<file path="config.mk">
export PLATFORM = sky130hd
export DESIGN_NAME = arb_rr_mux
export DESIGN_NICKNAME = d
export VERILOG_FILES = /design/src/rtl/arb_pkg.sv /design/src/rtl/mux_pry_tree.sv /design/src/rtl/arb_rr_mux.sv
export SDC_FILE = /design/constraint.sdc
export NUM_CORES = 1
export LEC_CHECK = 0
export BUFFER_PORTS_ARGS = -buffer_cell sky130_fd_sc_hd__buf_4
export CORE_ASPECT_RATIO = 1.25
export CORE_MARGIN = 1.5
export CORE_UTILIZATION = 43
export DETAILED_ROUTE_END_ITERATION = 12
export GPL_ROUTABILITY_DRIVEN = 0
export PLACE_DENSITY = 0.79
export SLEW_MARGIN = 20
export SYNTH_ARGS = -nofsm -noshare
export SYNTH_HDL_FRONTEND = slang
export SYNTH_SLANG_ARGS = --single-unit
</file>
<file path="constraint.sdc">
create_clock -name clk -period 2.07 [get_ports clk]
set_input_delay 0.207 -clock clk [delete_from_list [all_inputs] [get_ports clk]]
set_output_delay 0.207 -clock clk [all_outputs]
set_load 0.02 [all_outputs]
</file>
<file path="src/rtl/arb_pkg.sv">
// Shared helpers for the round-robin arbiter mux: index width and lock-state type.
package arb_pkg;

    function automatic int unsigned idx_w(input int unsigned n);
        return (n > 1) ? $clog2(n) : 1;
    endfunction

    typedef enum logic {
        LockIdle,
        LockHeld
    } lock_st_e;

endpackage

</file>
<file path="src/rtl/mux_pry_tree.sv">
// One-hot select mux built as an AND-OR reduction tree with a configurable split factor.
module mux_pry_tree #(
    parameter type         DAT_T = logic [8-1:0],
    parameter int unsigned WIDTH = 4,
    parameter int unsigned SPLIT = 2
) (
    input  logic [WIDTH-1:0] pry,
    input  DAT_T             din [WIDTH],
    output DAT_T             dout
);
    localparam int unsigned DW = $bits(DAT_T);

    always_comb begin
        logic [DW-1:0] lvl [WIDTH];
        logic [DW-1:0] acc;
        int unsigned   n;
        int unsigned   m;
        acc = '0;
        n   = WIDTH;
        m   = WIDTH;
        for (int unsigned i = 0; i < WIDTH; i++) begin
            lvl[i] = pry[i] ? din[i] : '0;
        end
        // Each pass folds groups of SPLIT nodes in place; node j only reads nodes >= j.
        for (int unsigned lv = 0; lv < WIDTH; lv++) begin
            if (n > 1) begin
                m = (n + SPLIT - 1) / SPLIT;
                for (int unsigned j = 0; j < WIDTH; j++) begin
                    if (j < m) begin
                        acc = '0;
                        for (int unsigned k = 0; k < SPLIT; k++) begin
                            if (j * SPLIT + k < n) begin
                                acc = acc | lvl[j * SPLIT + k];
                            end
                        end
                        lvl[j] = acc;
                    end
                end
                n = m;
            end
        end
        dout = lvl[0];
    end

endmodule

</file>
<file path="src/rtl/arb_rr_mux.sv">
// Round-robin arbiter feeding a one-deep registered output stage.
// Optional packet locking (req_lst/out_lst) is enabled with ARB_RR_LOCK_EN.
module arb_rr_mux
    import arb_pkg::*;
#(
    parameter type         DAT_T = logic [8-1:0],
    parameter int unsigned WIDTH = 4,
    parameter int unsigned SPLIT = 2
) (
    input  logic                     clk,
    input  logic                     rst,
    input  logic [WIDTH-1:0]         req_vld,
    input  DAT_T                     req_dat [WIDTH],
    output logic [WIDTH-1:0]         req_rdy,
`ifdef ARB_RR_LOCK_EN
    input  logic [WIDTH-1:0]         req_lst,
    output logic                     out_lst,
`endif
    output logic                     out_vld,
    input  logic                     out_rdy,
    output DAT_T                     out_dat,
    output logic [$clog2(WIDTH)-1:0] out_idx
);
    localparam int unsigned IW = idx_w(WIDTH);

    logic [IW-1:0]    ptr_q;
    logic [WIDTH-1:0] elig;
    logic [WIDTH-1:0] lo_mask;
    logic [WIDTH-1:0] high;
    logic [WIDTH-1:0] pick;
    logic [WIDTH-1:0] gnt_oh;
    logic [IW-1:0]    gnt_idx;
    logic             ld;
    logic             xfer;
    DAT_T             sel_dat;

`ifdef ARB_RR_LOCK_EN
    lock_st_e      lock_q;
    logic [IW-1:0] lock_idx_q;
`endif

    always_comb begin
`ifdef ARB_RR_LOCK_EN
        elig = (lock_q == LockHeld) ? (req_vld & (WIDTH'(1) << lock_idx_q)) : req_vld;
`else
        elig = req_vld;
`endif
        // Prefer requesters at or above ptr; fall back to the full set to wrap around.
        lo_mask = (WIDTH'(1) << ptr_q) - WIDTH'(1);
        high    = elig & ~lo_mask;
        pick    = (|high) ? high : elig;
        gnt_oh  = pick & (~pick + WIDTH'(1));
        gnt_idx = '0;
        for (int unsigned i = 0; i < WIDTH; i++) begin
            if (gnt_oh[i]) begin
                gnt_idx = IW'(i);
            end
        end
        ld      = !out_vld || out_rdy;
        req_rdy = rst ? '0 : (gnt_oh & {WIDTH{ld}});
        xfer    = |req_rdy;
    end

    mux_pry_tree #(
        .DAT_T(DAT_T),
        .WIDTH(WIDTH),
        .SPLIT(SPLIT)
    ) u_mux (
        .pry (gnt_oh),
        .din (req_dat),
        .dout(sel_dat)
    );

    always_ff @(posedge clk or posedge rst) begin
        if (rst) begin
            out_vld    <= 1'b0;
            out_dat    <= '0;
            out_idx    <= '0;
            ptr_q      <= '0;
`ifdef ARB_RR_LOCK_EN
            out_lst    <= 1'b0;
            lock_q     <= LockIdle;
            lock_idx_q <= '0;
`endif
        end else begin
            if (ld) begin
                out_vld <= xfer;
            end
            if (xfer) begin
                out_dat <= sel_dat;
                out_idx <= gnt_idx;
                ptr_q   <= gnt_idx + IW'(1);
`ifdef ARB_RR_LOCK_EN
                out_lst    <= req_lst[gnt_idx];
                lock_q     <= req_lst[gnt_idx] ? LockIdle : LockHeld;
                lock_idx_q <= gnt_idx;
`endif
            end
        end
    end

endmodule

</file>
==> summary.txt, run 1 <==
Logic synthesis
  – Post-Syn Area: 918 µm²
  – Post-synth net total: 147
  – Seq/Total Area, Yosys: 35.4%
  – Top cells by area, synth: dfrtp_1, nand3_1, a221oi_1
  – Post-synth top area share: 35.4%
  – Synth Warn #: 0
  – Syn avg cell area: 8.50 µm²
  – Synth area leader: dfrtp_1
  – Cell variety after synth: 26
  – Number of synthesized register bits: 13
  – Mapped Cells: 108

Die
  – Core box area: 2000 µm²
  – Die area: 2420 µm²
  – Core Rows: 18
  – Die W: 44.3 µm
  – Io pins: 54
  – Initial Util: 45.8%
  – Die extent in y: 54.7 µm

Final layout
  – FILL cells: 179
  – Non-filler cells, final: 179
  – Ratio of cells with drive above 1 in the final layout: 40.3%
  – Register area: 325 µm²
  – N_diodes: 0
  – Final nets: 199
  – Area grow syn2layout: 46.9%
  – Cell area after layout: 1350 µm²
  – Area of the multi-input gates: 553 µm²

Clocking
  – CTS buffer count: 3
  – Clk sinks: 13
  – Clock slew at reported path FFs: 90 ps
  – TritonCTS clock tree: done
  – Clock Latency Late Sink: 280 ps
  – CTS H-tree depth: 1
  – CTS max path bufs: 2
  – Clk root buf: clkbuf_4

Global route
  – Number of antenna violations at the first check in global routing: 0
  – GRT overflow: 0
  – Vias in the first global route: 954
  – Largest net degree at the start of global routing: 18
  – Gr usage total: 24.7%
  – First-pass GRT wire length: 4.33 mm

Worst setup path
  – Crit-path max cell delay: 540 ps
  – Critical R2R Capture: out_dat[6]$_DFFE_PP0P_
  – Bufs and invs on worst path: 1
  – WP data arrival: 1750 ps
  – Crit path max-delay family: flip-flops
  – CP Data Required Time: 1860 ps
  – Worst r2r src: ptr_q[1]$_DFFE_PP0P_
  – Setup Crit Path Kind: register to output port
  – Crit-path slowest cell: dfrtp_1
  – Worst reg2reg setup slack: 430 ps
  – Worst-path maximum fanout: 10
  – Reg2Reg Depth: 4
  – Crit-path cells: nand2b_1 -> o221ai_2 -> nand2_1 -> nor2_1 -> buf_4
  – Crit start category: register
  – Kind of end point of the critical path: output port

Power and ir drop
  – Leakage power: 0.639 nW
  – Pwr Density: 894 nW/µm²
  – VDD IR-drop max: 0.000672 V

Timing
  – Final setup fails: 0
  – Final worst path period need: 1960 ps
  – Fin. Hold Viols: 0
  – RSZ-0062 raised after global routing: true
  – Fin crit share: 94.8%
  – Pins Over Slew Limit: 0
  – Min Hold Slack: 190 ps
  – Setup TNS: 0 ps
  – Actual slew at the worst max-slew pin: 612 ps
  – Final worst slack: 108 ps
  – Clock Skew: 7.33 ps
  – Maximum clock frequency: 510 MHz
  – Max_slew headroom: 59.1%

Route
  – DRT Pass-1 Iters: 9
  – # DRC: 2
  – Post-route ant nets: 0
  – Via density per instance: 6.15
  – Total wire length: 2.85 mm
  – DR iter-0 viols: 49
  – Via count: 1101
  – WL/cell: 15.9 µm

Placed design
  – Pre-CTS setup slack: 336 ps
  – Dpl hpwl: 2.05 mm
  – DP Area: 1290 µm²
  – Placed cell count: 174
  – Port-buffer cells: 53

Hold path
  – Hold_sp: req_dat[27]
  – Hold Path End: out_dat[3]$_DFFE_PP0P_
  – Hold path depth: 3
  – HP Class: primary input to register

Outcome
  – Violated checks: DRC
  – Status: complete, but fails checks

Flow run
  – MaxCap Viol Count: 0
state kept, by name, summed over array words and instances (netlist names):
name	cells
out_dat	8
out_idx	2
ptr_q	2
out_vld	1
power by group:
part           switching, mW  internal (mW)
Sequential            0.0714          0.332
Combinational          0.350          0.289
Clock                 0.0900         0.0749
routing by layer:
| metal | GRT usage (%) | wire length (µm) | vias up | share of wire [%] |
|---|---|---|---|---|
| li1 | - | - | 514 | - |
| met1 | 29.7 | 1050 | 522 | 37 |
| met2 | 41.2 | 1470 | 57 | 52 |
| met3 | 4.29 | 257 | 8 | 9.0 |
| met4 | 14.1 | 67 | 0 | 2.4 |
| met5 | 0 | 0 | - | 0 |
cell usage in the layout (no fill, tap or decap), drive strengths merged, types with 2 or more instances in the layout:
cell type,n
buf,54
nand3,18
nor2,14
dfrtp,13
and3,10
a31oi,9
a221oi,8
nand2,5
a21oi,4
clkbuf,4
nor2b,3
nand2b,3
or3,2
o21ai,2
o21bai,2
worst register-to-register path: cells and delay by family, from the launching register on:
family	cells	cell delay, ps
AO/OA/AOI/OAI	4	990
flip-flops	1	540
area by class of cell:
class,count,area share (%)
inverter,1,0.278
timing repair buffer,55,30.8
tap,20,1.86
sequential,13,24.1
multi-input combinational,86,41.0
clock buffer,4,1.95
cell families (layout without fill, tap and decap cells):
kind of cell / Yosys count / in the layout / share of synthesized area, %
AOI/OAI and AO/OA: 29 / 29 / 24.5
buffers and inverters: 9 / 60 / 6.27
DFF: 13 / 13 / 35.4
muxes: 1 / 1 / 1.63
and+or+nand+nor: 56 / 56 / 32.2
cells in the mapped netlist:
| library cell | count |
|---|---|
| o21bai_1 | 1 |
| a21oi_1 | 4 |
| nand3_2 | 1 |
| nor2_1 | 14 |
| or4_4 | 1 |
| or3_1 | 2 |
| o221ai_2 | 1 |
| nand3_1 | 17 |
| inv_1 | 1 |
| nand2b_1 | 3 |
| o21bai_2 | 1 |
| nand2_1 | 5 |
| o22a_1 | 1 |
| o311ai_2 | 1 |
| clkbuf_1 | 4 |
| a221oi_1 | 8 |
| mux2_4 | 1 |
| buf_6 | 3 |
| nor2b_1 | 3 |
| a31oi_1 | 9 |
| o211a_1 | 1 |
| and3_1 | 9 |
| buf_2 | 1 |
| dfrtp_1 | 13 |
| o21ai_0 | 2 |
| and3_4 | 1 |
how the worst max path moves through the flow:
| stage | slack (ps) | cells past startpoint | from | end |
|---|---|---|---|---|
| after floorplan | 430 | 4 | ptr_q[1]$_DFFE_PP0P_ | req_rdy[2] |
| after global placement | 370 | 4 | ptr_q[1]$_DFFE_PP0P_ | req_rdy[2] |
| after detailed placement | 340 | 4 | ptr_q[1]$_DFFE_PP0P_ | req_rdy[2] |
| after CTS | 20 | 4 | ptr_q[1]$_DFFE_PP0P_ | req_rdy[2] |
| after global routing | -30 | 5 | ptr_q[1]$_DFFE_PP0P_ | req_rdy[0] |
| final | 110 | 5 | ptr_q[1]$_DFFE_PP0P_ | req_rdy[0] |
stage by stage:
stage	power [mW]	util, %
floorplan	0.784	-
global placement	1.00	64.6
detailed placement	1.02	64.6
CTS	1.18	66.4
global route	1.29	67.3
finish	1.21	67.3
what timing repair did:
action,CTS,global route
endpoints found under the setup margin,0,1
gates resized for setup,0,2
hold buffers,1,0
buffers inserted,0,0
hold endpoints to repair,2,0
(Power assumes the default switching activity.)
==> run 2: changes to the inputs <==
- ABC_AREA: not set -> 1
==> run 2 against run 1 <==
Compared with the run above: the flow now finishes without violations; clock skew decreased by 6.2 ps; synthesized cell count increased by 34%; critical path depth increased by 3; hold slack got worse by 97 ps; flip-flop and latch count unchanged; fmax increased by 0.38%; largest cell class unchanged; highest routed layer unchanged.
==> summary.txt, run 2 <==
Route
  – Via density per instance: 5.45 (was 6.15)
  – Post-route ant nets: 0 (unchanged)
  – DR iter-0 viols: 41 (was 49)
  – Total wire length: 3.08 mm (was 2.85 mm)
  – # DRC: 0 (was 2)
  – Via count: 1238 (was 1101)
  – DRT Pass-1 Iters: 4 (was 9)
  – WL/cell: 13.6 µm (was 15.9 µm)

Timing
  – Pins Over Slew Limit: 0 (unchanged)
  – Final setup fails: 0 (unchanged)
  – Actual slew at the worst max-slew pin: 545 ps (was 612 ps)
  – Clock Skew: 1.10 ps (was 7.33 ps)
  – Final worst path period need: 1950 ps (was 1960 ps)
  – Min Hold Slack: 92.7 ps (was 190 ps)
  – Final worst slack: 116 ps (was 108 ps)
  – RSZ-0062 raised after global routing: false (was true)
  – Maximum clock frequency: 512 MHz (was 510 MHz)
  – Max_slew headroom: 63.6% (was 59.1%)
  – Fin crit share: 94.4% (was 94.8%)
  – Setup TNS: 0 ps (unchanged)
  – Fin. Hold Viols: 0 (unchanged)

Global route
  – Vias in the first global route: 1200 (was 954)
  – Number of antenna violations at the first check in global routing: 0 (unchanged)
  – GR Layer Usage met1: 28.4% (was 29.7%)
  – GR Util met3: 4.25% (was 4.29%)
  – First-pass GRT wire length: 4.75 mm (was 4.33 mm)
  – Gr usage total: 25.1% (was 24.7%)
  – Grt met2 use: 41.6% (was 41.2%)
  – Largest net degree at the start of global routing: 17 (was 18)
  – Gr busiest metal: met2 (unchanged)
  – GRT overflow: 0 (unchanged)

Logic synthesis
  – Mapped Cells: 145 (was 108)
  – Most instantiated library cell after synthesis: nand2_1 (was nand3_1)
  – Synth area leader: dfrtp_1 (unchanged)
  – Number of synthesized register bits: 13 (unchanged)
  – Synth Warn #: 0 (unchanged)
  – Top cells by area, synth: dfrtp_1, nand2_1, nor2_1 (was dfrtp_1, nand3_1, a221oi_1)
  – Share of flip-flops with an asynchronous set or reset: 100% (unchanged)
  – Post-synth EDFFs: 0 (unchanged)
  – Cell variety after synth: 18 (was 26)
  – Post-Syn Area: 938 µm² (was 918 µm²)
  – Seq/Total Area, Yosys: 34.7% (was 35.4%)
  – Synth top cells by count: nand2_1, nor2_1, inv_1 (was nand3_1, nor2_1, dfrtp_1)
  – Ys flop type: dfrtp_1 (unchanged)
  – Post-synth top area share: 34.7% (was 35.4%)
  – Syn avg cell area: 6.47 µm² (was 8.50 µm²)
  – Post-synth net total: 184 (was 147)

Final layout
  – Commonest cells after routing, fill and taps aside: buf_4, nand2_1, nor2_1, inv_1, nand4_1 (was buf_4, nand3_1, nor2_1, dfrtp_1)
  – Ratio of cells with drive above 1 in the final layout: 36.7% (was 40.3%)
  – Final core utilization: 71.7% (was 67.3%)
  – Area grow syn2layout: 54.8% (was 46.9%)
  – Largest registers: out_dat: 8 flops, out_idx: 2 flops, ptr_q: 2 flops (unchanged)
  – Most common cell after layout, fill and taps aside: buf_4 (unchanged)
  – Biggest register: out_dat (unchanged)
  – Final nets: 247 (was 199)
  – Non-filler cells, final: 227 (was 179)
  – Max reg flops: 8 (unchanged)
  – N_diodes: 0 (unchanged)
  – FILL cells: 165 (was 179)

Worst setup path
  – Worst r2r src: ptr_q[1]$_DFFE_PP0P_ (unchanged)
  – Setup Crit Path Kind: register to output port (unchanged)
  – Reg2Reg Depth: 11 (was 4)
  – Crit-path max cell delay: 450 ps (was 540 ps)
  – Crit start category: register (unchanged)
  – CP Data Required Time: 1860 ps (about the same)
  – Worst reg2reg setup slack: 300 ps (was 430 ps)
  – Worst-path maximum fanout: 5 (was 10)
  – CP Launch Point: ptr_q[1]$_DFFE_PP0P_ (unchanged)
  – Crit-path slowest cell: dfrtp_2 (was dfrtp_1)
  – Crit-path cells: inv_1 -> nand2_1 -> nand2_1 -> nor2_2 -> o21bai_4 -> nand3_1 -> nor2_2 -> buf_4 (was nand2b_1 -> o221ai_2 -> nand2_1 -> nor2_1 -> buf_4)
  – Critical R2R Capture: out_dat[4]$_DFFE_PP0P_ (was out_dat[6]$_DFFE_PP0P_)
  – Crit path capture: req_rdy[2] (was req_rdy[0])
  – WP data arrival: 1750 ps (about the same)
  – Kind of end point of the critical path: output port (unchanged)

Power and ir drop
  – VDD IR-drop max: 0.000812 V (was 0.000672 V)
  – Leakage power: 0.795 nW (was 0.639 nW)
  – Pwr Density: 1100 nW/µm² (was 894 nW/µm²)

Hold path
  – HP Class: primary input to register (unchanged)

Placed design
  – Placed cell count: 217 (was 174)
  – Pre-CTS setup slack: 299 ps (was 336 ps)
  – Port-buffer cells: 53 (unchanged)
  – Dpl hpwl: 2.20 mm (was 2.05 mm)

Clocking
  – CTS max path bufs: 2 (unchanged)
  – TritonCTS clock tree: done (unchanged)
  – Clock slew at reported path FFs: 80 ps (was 90 ps)
  – Clock Latency Late Sink: 290 ps (was 280 ps)
  – Clk root buf: clkbuf_4 (unchanged)
  – CTS H-tree depth: 1 (unchanged)
  – Clk sinks: 13 (unchanged)
  – CTS buffer count: 3 (unchanged)

Die
  – Die area: 2470 µm² (was 2420 µm²)
  – Core box area: 2030 µm² (was 2000 µm²)
  – Io pins: 54 (unchanged)
  – Initial Util: 46.3% (was 45.8%)
  – Core Rows: 18 (unchanged)
  – Die extent in y: 55.2 µm (was 54.7 µm)
  – Die W: 44.8 µm (was 44.3 µm)

Flow run
  – MaxCap Viol Count: 0 (unchanged)

Outcome
  – Status: complete, no violations (was complete, but fails checks)
[run 2: metal layers]
layer | part of all wire (%) | up-vias
li1 | - | 599
met2 | 51 | 62
met1 | 39 | 561
met4 | 4.3 | 0
met3 | 6.0 | 16
met5 | 0 | -
[run 2: per-stage QoR]
stage	power (mW)	cell area, µm²
after floorplan	1.01	938
after global placement	1.32	1360
after detailed placement	1.34	1360
after CTS	1.51	1390
after global routing	1.72	1450
final	1.60	1450
[run 2: logic make-up (layout without fill, tap and decap cells)]
| family | count (synthesis) | in the layout | synth area share, % |
|---|---|---|---|
| AO/OA/AOI/OAI | 14 | 15 | 9.20 |
| flip-flops | 13 | 13 | 34.7 |
| buffers and inverters | 23 | 84 | 10.7 |
| AND/OR/NAND/NOR | 95 | 95 | 45.5 |
[run 2: where the power goes]
part           switching, mW  total [mW]  internal [mW]  leakage (nW)
logic                  0.574       0.976          0.402         0.631
clock network         0.0925       0.168         0.0751        0.0150
registers             0.0853       0.458          0.373         0.149
total                  0.752        1.60          0.850         0.795
[run 2: worst min-delay path by stage]
stage,startpoint,endpoint,slack (ps),cells past startpoint
final,out_rdy,out_vld$_DFFE_PP0N_,90,2
after global routing,out_rdy,out_vld$_DFFE_PP0N_,110,2
after CTS,out_rdy,out_vld$_DFFE_PP0N_,90,2
after detailed placement,rst,out_vld$_DFFE_PP0N_,290,2
after global placement,rst,out_vld$_DFFE_PP0N_,280,2
after floorplan,rst,out_dat[0]$_DFFE_PP0P_,80,1
[run 2: cell type report]
class / count / area, µm² / area share, %
multi-input cells: 110 / 543 / 37.4
repair buffers: 61 / 460 / 31.7
flip-flops and latches: 13 / 327 / 22.5
inverters: 19 / 71.3 / 4.91
clock buffers: 4 / 26.3 / 1.81
well taps: 20 / 25.0 / 1.72
[run 2: critical path, delay by kind of cell, from the launching register on]
kind / cells / cell delay, ps
and+or+nand+nor: 5 / 540
DFF: 1 / 450
AOI/OAI and AO/OA: 1 / 200
buffers and inverters: 2 / 260
[run 2: repair_timing]
action / 4_1_cts / 5_1_grt
endpoints found under the hold margin: 13 / 0
setup endpoints to repair: 0 / 3
gates resized for setup: 0 / 5
hold buffers: 1 / 0
setup buffers: 0 / 4
